`src/rtl/oclib_pkg.sv`:
```
// Shared LED-controller types, mode codes and heartbeat timing constants.
package oclib_pkg;

    localparam int unsigned ModeW         = 3;
    localparam int unsigned HbCntW        = 10;
    localparam int unsigned HbPeriodTicks = 1000;
    localparam int unsigned HbPulse0End   = 100;
    localparam int unsigned HbPulse1Start = 200;
    localparam int unsigned HbPulse1End   = 300;

    typedef enum logic [ModeW-1:0] {
        MODE_OFF       = 3'd0,
        MODE_ON        = 3'd1,
        MODE_BLINK     = 3'd2,
        MODE_PWM       = 3'd3,
        MODE_HEARTBEAT = 3'd4
    } led_mode_e;

    // Double-pulse heartbeat: lit during ticks 0-99 and 200-299 of each period.
    function automatic logic hb_on(input logic [HbCntW-1:0] cnt);
        return (cnt < HbCntW'(HbPulse0End)) ||
               ((cnt >= HbCntW'(HbPulse1Start)) && (cnt < HbCntW'(HbPulse1End)));
    endfunction

endpackage

```
`src/rtl/oclib_tick_gen.sv`:
```
// Timebase prescaler: one-cycle tick every ClockHz/TickHz clocks.
module oclib_tick_gen #(
    parameter int unsigned ClockHz = 100_000_000,
    parameter int unsigned TickHz  = 1000
) (
    input  logic clock,
    input  logic resetN,
    output logic tick
);

    localparam int unsigned Div  = ((ClockHz / TickHz) > 0) ? (ClockHz / TickHz) : 1;
    localparam int unsigned CntW = (Div > 1) ? $clog2(Div) : 1;
    localparam logic [CntW-1:0] Term = CntW'(Div - 1);

    logic [CntW-1:0] cnt_q, cnt_d;
    logic            tick_q, tick_d;

    // Next count; tick is high while the count sits at its terminal value.
    always_comb begin
        cnt_d  = (cnt_q == Term) ? '0 : cnt_q + CntW'(1);
        tick_d = (cnt_d == Term);
    end

    // Prescaler state.
    always_ff @(posedge clock) begin
        if (!resetN) begin
            cnt_q  <= '0;
            tick_q <= 1'b0;
        end else begin
            cnt_q  <= cnt_d;
            tick_q <= tick_d;
        end
    end

    assign tick = tick_q;

endmodule

```
`src/rtl/oc_led_ctrl.sv`:
```
// Multi-LED controller: per-LED OFF/ON/BLINK/PWM/HEARTBEAT modes with attention override.
module oc_led_ctrl
    import oclib_pkg::*;
#(
    parameter int unsigned         LedCount       = 3,
    parameter int unsigned         ClockHz        = 100_000_000,
    parameter int unsigned         TickHz         = 1000,
    parameter int unsigned         PwmBits        = 8,
    parameter int unsigned         BlinkHalfTicks = 250,
    parameter logic [LedCount-1:0] ResetPattern   = {LedCount{1'b1}}
) (
    input  logic                                          clock,
    input  logic                                          resetN,
    input  logic                                          cfgValid,
    output logic                                          cfgReady,
    input  logic [((LedCount > 1) ? $clog2(LedCount) : 1)-1:0] cfgLed,
    input  logic [ModeW-1:0]                              cfgMode,
    input  logic [PwmBits-1:0]                            cfgLevel,
    output logic                                          cfgError,
    input  logic                                          attn,
    output logic [LedCount-1:0]                           ledOut
);

    localparam int unsigned BlinkW = (BlinkHalfTicks > 1) ? $clog2(BlinkHalfTicks) : 1;
    localparam logic [BlinkW-1:0] BlinkTerm = BlinkW'(BlinkHalfTicks - 1);
    localparam logic [HbCntW-1:0] HbTerm    = HbCntW'(HbPeriodTicks - 1);

    logic                tick;
    logic [BlinkW-1:0]   blink_cnt_q, blink_cnt_d;
    logic                blink_phase_q, blink_phase_d;
    logic [HbCntW-1:0]   hb_cnt_q, hb_cnt_d;
    logic [PwmBits-1:0]  pwm_cnt_q, pwm_cnt_d;
    logic [ModeW-1:0]    mode_q  [LedCount];
    logic [ModeW-1:0]    mode_d  [LedCount];
    logic [PwmBits-1:0]  level_q [LedCount];
    logic [PwmBits-1:0]  level_d [LedCount];
    logic                cfg_error_q, cfg_error_d;
    logic [LedCount-1:0] led_q, led_d;
    logic [LedCount-1:0] mode_on;
    logic                wr_accept;
    logic                wr_in_range;

    oclib_tick_gen #(
        .ClockHz(ClockHz),
        .TickHz (TickHz)
    ) u_tick_gen (
        .clock (clock),
        .resetN(resetN),
        .tick  (tick)
    );

    // Ready tracks reset directly so the first cycle out of reset can accept a write.
    assign cfgReady = resetN;

    // Counters, config write decode and per-LED output function.
    always_comb begin
        blink_cnt_d   = blink_cnt_q;
        blink_phase_d = blink_phase_q;
        hb_cnt_d      = hb_cnt_q;
        pwm_cnt_d     = pwm_cnt_q + PwmBits'(1);
        mode_d        = mode_q;
        level_d       = level_q;
        mode_on       = '0;

        if (tick) begin
            if (blink_cnt_q == BlinkTerm) begin
                blink_cnt_d   = '0;
                blink_phase_d = ~blink_phase_q;
            end else begin
                blink_cnt_d = blink_cnt_q + BlinkW'(1);
            end
            hb_cnt_d = (hb_cnt_q == HbTerm) ? '0 : hb_cnt_q + HbCntW'(1);
        end

        wr_accept   = cfgValid && cfgReady;
        wr_in_range = (32'(cfgLed) < LedCount);
        cfg_error_d = wr_accept && !wr_in_range;

        for (int unsigned i = 0; i < LedCount; i++) begin
            if (wr_accept && wr_in_range && (32'(cfgLed) == i)) begin
                mode_d[i]  = cfgMode;
                level_d[i] = cfgLevel;
            end
            case (led_mode_e'(mode_q[i]))
                MODE_ON:        mode_on[i] = 1'b1;
                MODE_BLINK:     mode_on[i] = blink_phase_q;
                MODE_PWM:       mode_on[i] = (pwm_cnt_q < level_q[i]);
                MODE_HEARTBEAT: mode_on[i] = hb_on(hb_cnt_q);
                default:        mode_on[i] = 1'b0;
            endcase
        end

        led_d = mode_on | {LedCount{attn}};
    end

    // State registers with synchronous active-low reset.
    always_ff @(posedge clock) begin
        if (!resetN) begin
            blink_cnt_q   <= '0;
            blink_phase_q <= 1'b1;
            hb_cnt_q      <= '0;
            pwm_cnt_q     <= '0;
            cfg_error_q   <= 1'b0;
            led_q         <= ResetPattern;
            for (int unsigned i = 0; i < LedCount; i++) begin
                mode_q[i]  <= ResetPattern[i] ? MODE_ON : MODE_OFF;
                level_q[i] <= '1;
            end
        end else begin
            blink_cnt_q   <= blink_cnt_d;
            blink_phase_q <= blink_phase_d;
            hb_cnt_q      <= hb_cnt_d;
            pwm_cnt_q     <= pwm_cnt_d;
            cfg_error_q   <= cfg_error_d;
            led_q         <= led_d;
            mode_q        <= mode_d;
            level_q       <= level_d;
        end
    end

    assign cfgError = cfg_error_q;
    assign ledOut   = led_q;

endmodule

```
`config.mk`:
```
export PLATFORM = sky130hd
export DESIGN_NAME = oc_led_ctrl
export DESIGN_NICKNAME = d
export VERILOG_FILES = /design/src/rtl/oclib_pkg.sv /design/src/rtl/oclib_tick_gen.sv /design/src/rtl/oc_led_ctrl.sv
export SDC_FILE = /design/constraint.sdc
export NUM_CORES = 1
export LEC_CHECK = 0
export BUFFER_PORTS_ARGS = -buffer_cell sky130_fd_sc_hd__buf_2
export CORE_ASPECT_RATIO = 0.6
export CORE_MARGIN = 3
export CORE_UTILIZATION = 65
export DETAILED_ROUTE_END_ITERATION = 8
export PLACE_DENSITY = 0.87
export SKIP_LAST_GASP = 1
export SLEW_MARGIN = 20
export SYNTH_ARGS = -nofsm -noshare
export SYNTH_HDL_FRONTEND = slang
export SYNTH_SLANG_ARGS = --single-unit
export TNS_END_PERCENT = 10
```
`constraint.sdc`:
```
create_clock -name clock -period 3.5 [get_ports clock]
set_input_delay 0.175 -clock clock [delete_from_list [all_inputs] [get_ports clock]]
set_output_delay 0.175 -clock clock [all_outputs]
set_load 0.005 [all_outputs]
```
Word-level counts from Yosys, hierarchy flattened. Cells that the tools add are included.

Bits in registers: 82. Logic and storage cells: 62. Input port bits: 17.

Order comparisons: 7. Mux-type cells: 6. Bitwise logic cells: 2. Reduce and logical (&&, ||, !) cells: 11. $add $sub $neg: 4. Eq/ne operators: 18.

Operator list (number): equality test 17 bit (second input constant) (2); less-than comparator 8 bit (3); equality test 3 x 2 -> 1 bit (second input constant) (6); adder 17 x 1 -> 17 bit (second input constant) (1); two-way mux 17 bit (1); adder 8 x 1 -> 8 bit (second input constant) (2); one-hot mux 1 bit (4 select lines) (3); adder 10 x 1 -> 10 bit (second input constant) (1); equality test 10 bit (second input constant) (1); greater-or-equal comparator 10 x 8 -> 1 bit (second input constant) (1); less-than comparator 10 x 7 -> 1 bit (second input constant) (1); less-than comparator 10 x 9 -> 1 bit (second input constant) (1); two-way mux 10 bit (1); equality test 3 x 1 -> 1 bit (second input constant) (3); equality test 3 bit (second input constant) (3); equality test 8 bit (second input constant) (1); two-way mux 8 bit (1); logical AND 1 bit (7); bitwise OR 3 bit (1); equality test 2 x 1 -> 1 bit (second input constant) (1); equality test 2 bit (second input constant) (1); logical NOT 2 bit (1); less-than comparator 2 bit (second input constant) (1); AND reduction 2 bit (1); 3 further kinds (3).

Depth between registers and ports, before layout.
Depth after elaboration: 5. Depth in mapped cells: 8. Gate-level depth less buffers: 7.

Cells and area by module. From an unflattened synthesis, not the netlist that was laid out.

Cell total of the unflattened synthesis: 451. Area total of the unflattened synthesis: 4051.4 µm².

By module, submodules not included: oc_led_ctrl (sequential area each 1281.2 µm², cells an instance 351, area each 3120.5 µm², times used 1); oclib_tick_gen (sequential area each 360.3 µm², cells an instance 100, area each 930.9 µm², times used 1).

Worst setup path before layout. OpenSTA, ideal clock, no wires.

Path kind: register -> register. Start: reg u_tick_gen.cnt_q[0]. End: reg u_tick_gen.cnt_q[10]. Setup slack: 1.647 ns. Setup time: 0.117 ns. Path buffers: 1. Period minus slack after synthesis: 1.853 ns. Stages on the path, launching flop included: 7. Arrival: 1.736 ns. Required time: 3.383 ns. Path through: dfxtp_1 ha_1 nand4_2 or4_1 o21ai_2 buf_2 nor2_1.

Cells in the longest elaborated chain, start to end: 2.

RTL lines: start, declared (line oclib_tick_gen.sv:15) `logic [CntW-1:0] cnt_q, cnt_d;`; start signal, assigned (line oclib_tick_gen.sv:30) `cnt_q <= cnt_d;`; adder 17 x 1 -> 17 bit / equality test 17 bit (equally long branches) (line oclib_tick_gen.sv:20) `cnt_d = (cnt_q == Term) ? '0 : cnt_q + CntW'(1);`; two-way mux 17 bit * (line oclib_tick_gen.sv:20).

Every way passes the cells marked *; elsewhere a longest branch is shown, timed or not. A chain may end at the register's enable or synchronous reset.

Worst setup path after layout.
Start: reg u_tick_gen.cnt_q[0]. End: reg u_tick_gen.tick_q, in the netlist u_tick_gen.tick.

Cells in the longest elaborated chain, start to end: 3.

RTL lines: adder 17 x 1 -> 17 bit / equality test 17 bit (equally long branches) (line oclib_tick_gen.sv:20); two-way mux 17 bit * (line oclib_tick_gen.sv:20); equality test 17 bit * (line oclib_tick_gen.sv:21) `tick_d = (cnt_d == Term);`; end signal, assigned (line oclib_tick_gen.sv:31) `tick_q <= tick_d;`; end, declared (line oclib_tick_gen.sv:16) `logic tick_q, tick_d;`.

Marks and branches as above.

==> results.toml <==
[clock_tree]
clkSlewWorstSetupHoldPaths_ns = 0.08
clock_sink_count = 82
clockRootBuffer = "sky130_fd_sc_hd__clkbuf_8"
holdBufCountCts = 0
clock_tree.buffer_depth = 2
post_cts_resize_count = 0
cts_setup_buffers = 0
clkLatencyLatePin_ns = 0.35
cts-htree-levels = 3
cts_tree = "done"
cts-buffers-inserted = 9

[placement]
dp_slack_ns = 1.10
placement.io_buffers = 21
hpwl_um = 5850
gp_congestion = 0.880

[synthesis]
postSynthNetCount = 505
yosysSeqAreaShare_pct = 41.1
post-synth-top-area-cell = "sky130_fd_sc_hd__dfxtp_1"
synthesis.instances = 461
synth-main-ff-cell = "sky130_fd_sc_hd__dfxtp_1"
ys_seq_elements = 82
synth_cell_type_count = 54
synthDominantCellAreaShare_pct = 41.1
ys_async_sr_fraction_pct = 0
netlist_area_sq_um = 3990
ys_warn_count = 0
post_synth_main_area_contributors = "sky130_fd_sc_hd__dfxtp_1, sky130_fd_sc_hd__ha_1, sky130_fd_sc_hd__nor2_1, sky130_fd_sc_hd__a31oi_1, sky130_fd_sc_hd__xnor2_1"
synth_edf_count = 0
synth.avg_cell_area_sq_um = 8.66

[routing]
met2_routed_wirelength_um = 3490
drt_drc_violations_left = 0
wl_met3_um = 548
routed_wirelength_um = 8140
drt_iter0_drc = 357
post_drt_wl_per_cell_um = 14.6
post_route_ant_nets = 0
met1_length_um = 4010
dr_total_vias = 3174
drt_pre_antenna_iters = 5
top_layer = "met4"
detail_route.vias_per_cell = 5.70

[critical_path]
critPathLaunchType = "register"
critPathCaptureType = "register"
crit_required_ns = 3.75
cp.arrival_ns = 2.65
crit_type = "reg -> reg"
worst-path-max-fanout = 14

[outcome]
status = "complete, no violations"

[cells_and_area]
num-nets-final = 517
multi_input_comb_area_sq_um = 2120
antennaDiodeCount = 0
area_growth_pct = 7.74
layout_common_cells = "sky130_fd_sc_hd__dfxtp_1, sky130_fd_sc_hd__nor2_1, sky130_fd_sc_hd__inv_1"
mostFrequentLayoutCell = "sky130_fd_sc_hd__dfxtp_1"
drive_gt1_share_pct = 9.85
sequential_cell_area_sq_um = 1640
finish.utilization_pct = 74.8
filler_cell_count = 432

[hold_path]
worst_hold_path_type = "in -> reg"

[sta]
setup_tns_ns = 0
setup_repair_after_global_routing_missed_its_margin = "no"
finalCritPeriodShare_pct = 68.4
period_needed_ns = 2.40
relSlewSlack_pct = 40.0
final-max-slew-violation-count = 0
maxClockFrequency_ghz = 0.417
setup_ws_ns = 1.10
timing_hold_violations_final = 0
fin_worst_skew_ns = 0.00983
worst_pin_slew_ns = 0.895
total_setup_violations_reported_at_the_end_of_the_flow = 0

[power_and_ir_drop]
max-vdd-ir-drop_mv = 0.296
static-leakage-power_nw = 1.97
totalPowerFinal_mw = 1.71
power_density_nw_per_um2 = 397

[floorplanning]
dieHeight_um = 66.7
fp.dieW_um = 107
floorplan.initialDensity_pct = 69.4
ioPinCount = 22
dieArea_sq_um = 7150
floorplan.core_area_sq_um = 5750
fp-row-count = 21

[run]
drv_cap = 0

[grt]
globalRoute.totalOverflow = 0
grt_pass1_wl_um = 13300
groute.usage.overall_pct = 24.1
maximum_number_of_pins_on_one_net_before_global_route_repair = 53
grt_antenna_before_repair = 0
grt_pass1_vias = 2863
-- final cells by class --
class                           instances  area share (%)
Timing Repair Buffer                   22            2.62
Sequential cell                        82            38.2
Multi-Input combinational cell        319            49.2
Clock inverter                          5            1.31
Inverter                               39            3.40
Clock buffer                           10            2.97
Tap cell                               80            2.33
-- critical path, stage by stage, from the launching register on --
cell and delay, ns:
sky130_fd_sc_hd__dfxtp_1 0.40, sky130_fd_sc_hd__ha_1 0.26, sky130_fd_sc_hd__nand4_2 0.23, sky130_fd_sc_hd__or4_1 0.55, sky130_fd_sc_hd__o21ai_2 0.52, sky130_fd_sc_hd__nor2_1 0.13
sky130_fd_sc_hd__and4b_1 0.22
-- metal layers --
metal / GRT usage (%) / up-vias
met5: 0 / -
met4: 7.81 / 0
met3: 6.68 / 12
met2: 36.8 / 94
met1: 33.0 / 1465
li1: - / 1603
-- logic make-up (layout without fill, tap and decap cells) --
logic type	Yosys count	in the layout	synth area share, %
AO/OA/AOI/OAI	77	77	12.3
XOR/XNOR	34	34	7.46
adder cells (fa/ha/maj)	27	27	8.46
buffers and inverters	60	76	5.86
flip-flops	82	82	41.1
multiplexers	10	10	2.66
AND/OR/NAND/NOR	171	171	22.2
-- registers in the layout, indices dropped and copies added (netlist names) --
name,flops
pwm_cnt_q,8
mode_q,9
ledOut,3
u_tick_gen.tick,1
blink_cnt_q,8
cfgError,1
level_q,24
u_tick_gen.cnt_q,17
hb_cnt_q,10
blink_phase_q,1
-- worst paths after layout --
| check | depth (start not counted) | slack [ns] | endpoint | from |
|---|---|---|---|---|
| worst min register to register | 2 | 0.46 | level_q[0] | level_q[0] |
| worst max register to register | 6 | 1.10 | u_tick_gen.tick | u_tick_gen.cnt_q[0] |
| worst min-delay path | 2 | 0.11 | cfgError | cfgValid |
| worst max-delay path | 6 | 1.10 | u_tick_gen.tick | u_tick_gen.cnt_q[0] |
-- Yosys cell counts, types with 6 or more instances --
library cell and number:
sky130_fd_sc_hd__dfxtp_1 82, sky130_fd_sc_hd__a21oi_1 9, sky130_fd_sc_hd__mux2i_1 8, sky130_fd_sc_hd__nor2b_1 7
sky130_fd_sc_hd__nor2_1 69, sky130_fd_sc_hd__a31oi_1 27, sky130_fd_sc_hd__inv_1 39, sky130_fd_sc_hd__and2_1 12
sky130_fd_sc_hd__nand3_1 17, sky130_fd_sc_hd__or3_1 6, sky130_fd_sc_hd__nand2_1 19, sky130_fd_sc_hd__ha_1 27
sky130_fd_sc_hd__nand4_1 10, sky130_fd_sc_hd__xor2_1 17, sky130_fd_sc_hd__clkbuf_1 14, sky130_fd_sc_hd__xnor2_1 17
sky130_fd_sc_hd__o21ai_0 20
-- stage by stage --
step	instance area, sq um	hold slack (ns)	cells
4_1_cts	4300	0.100	557
5_1_grt	4300	0.110	557
3_3_place_gp	4120	0.450	542
3_5_place_dp	4120	0.458	542
6_report	4300	0.113	557
2_1_floorplan	3990	0.341	461
-- power breakdown --
group	leakage [nW]	switching (mW)	internal, mW
logic	1.22	0.0546	0.0323
registers	0.665	0.0128	0.952
clock network	0.0921	0.332	0.325
(Power assumes the default switching activity.)
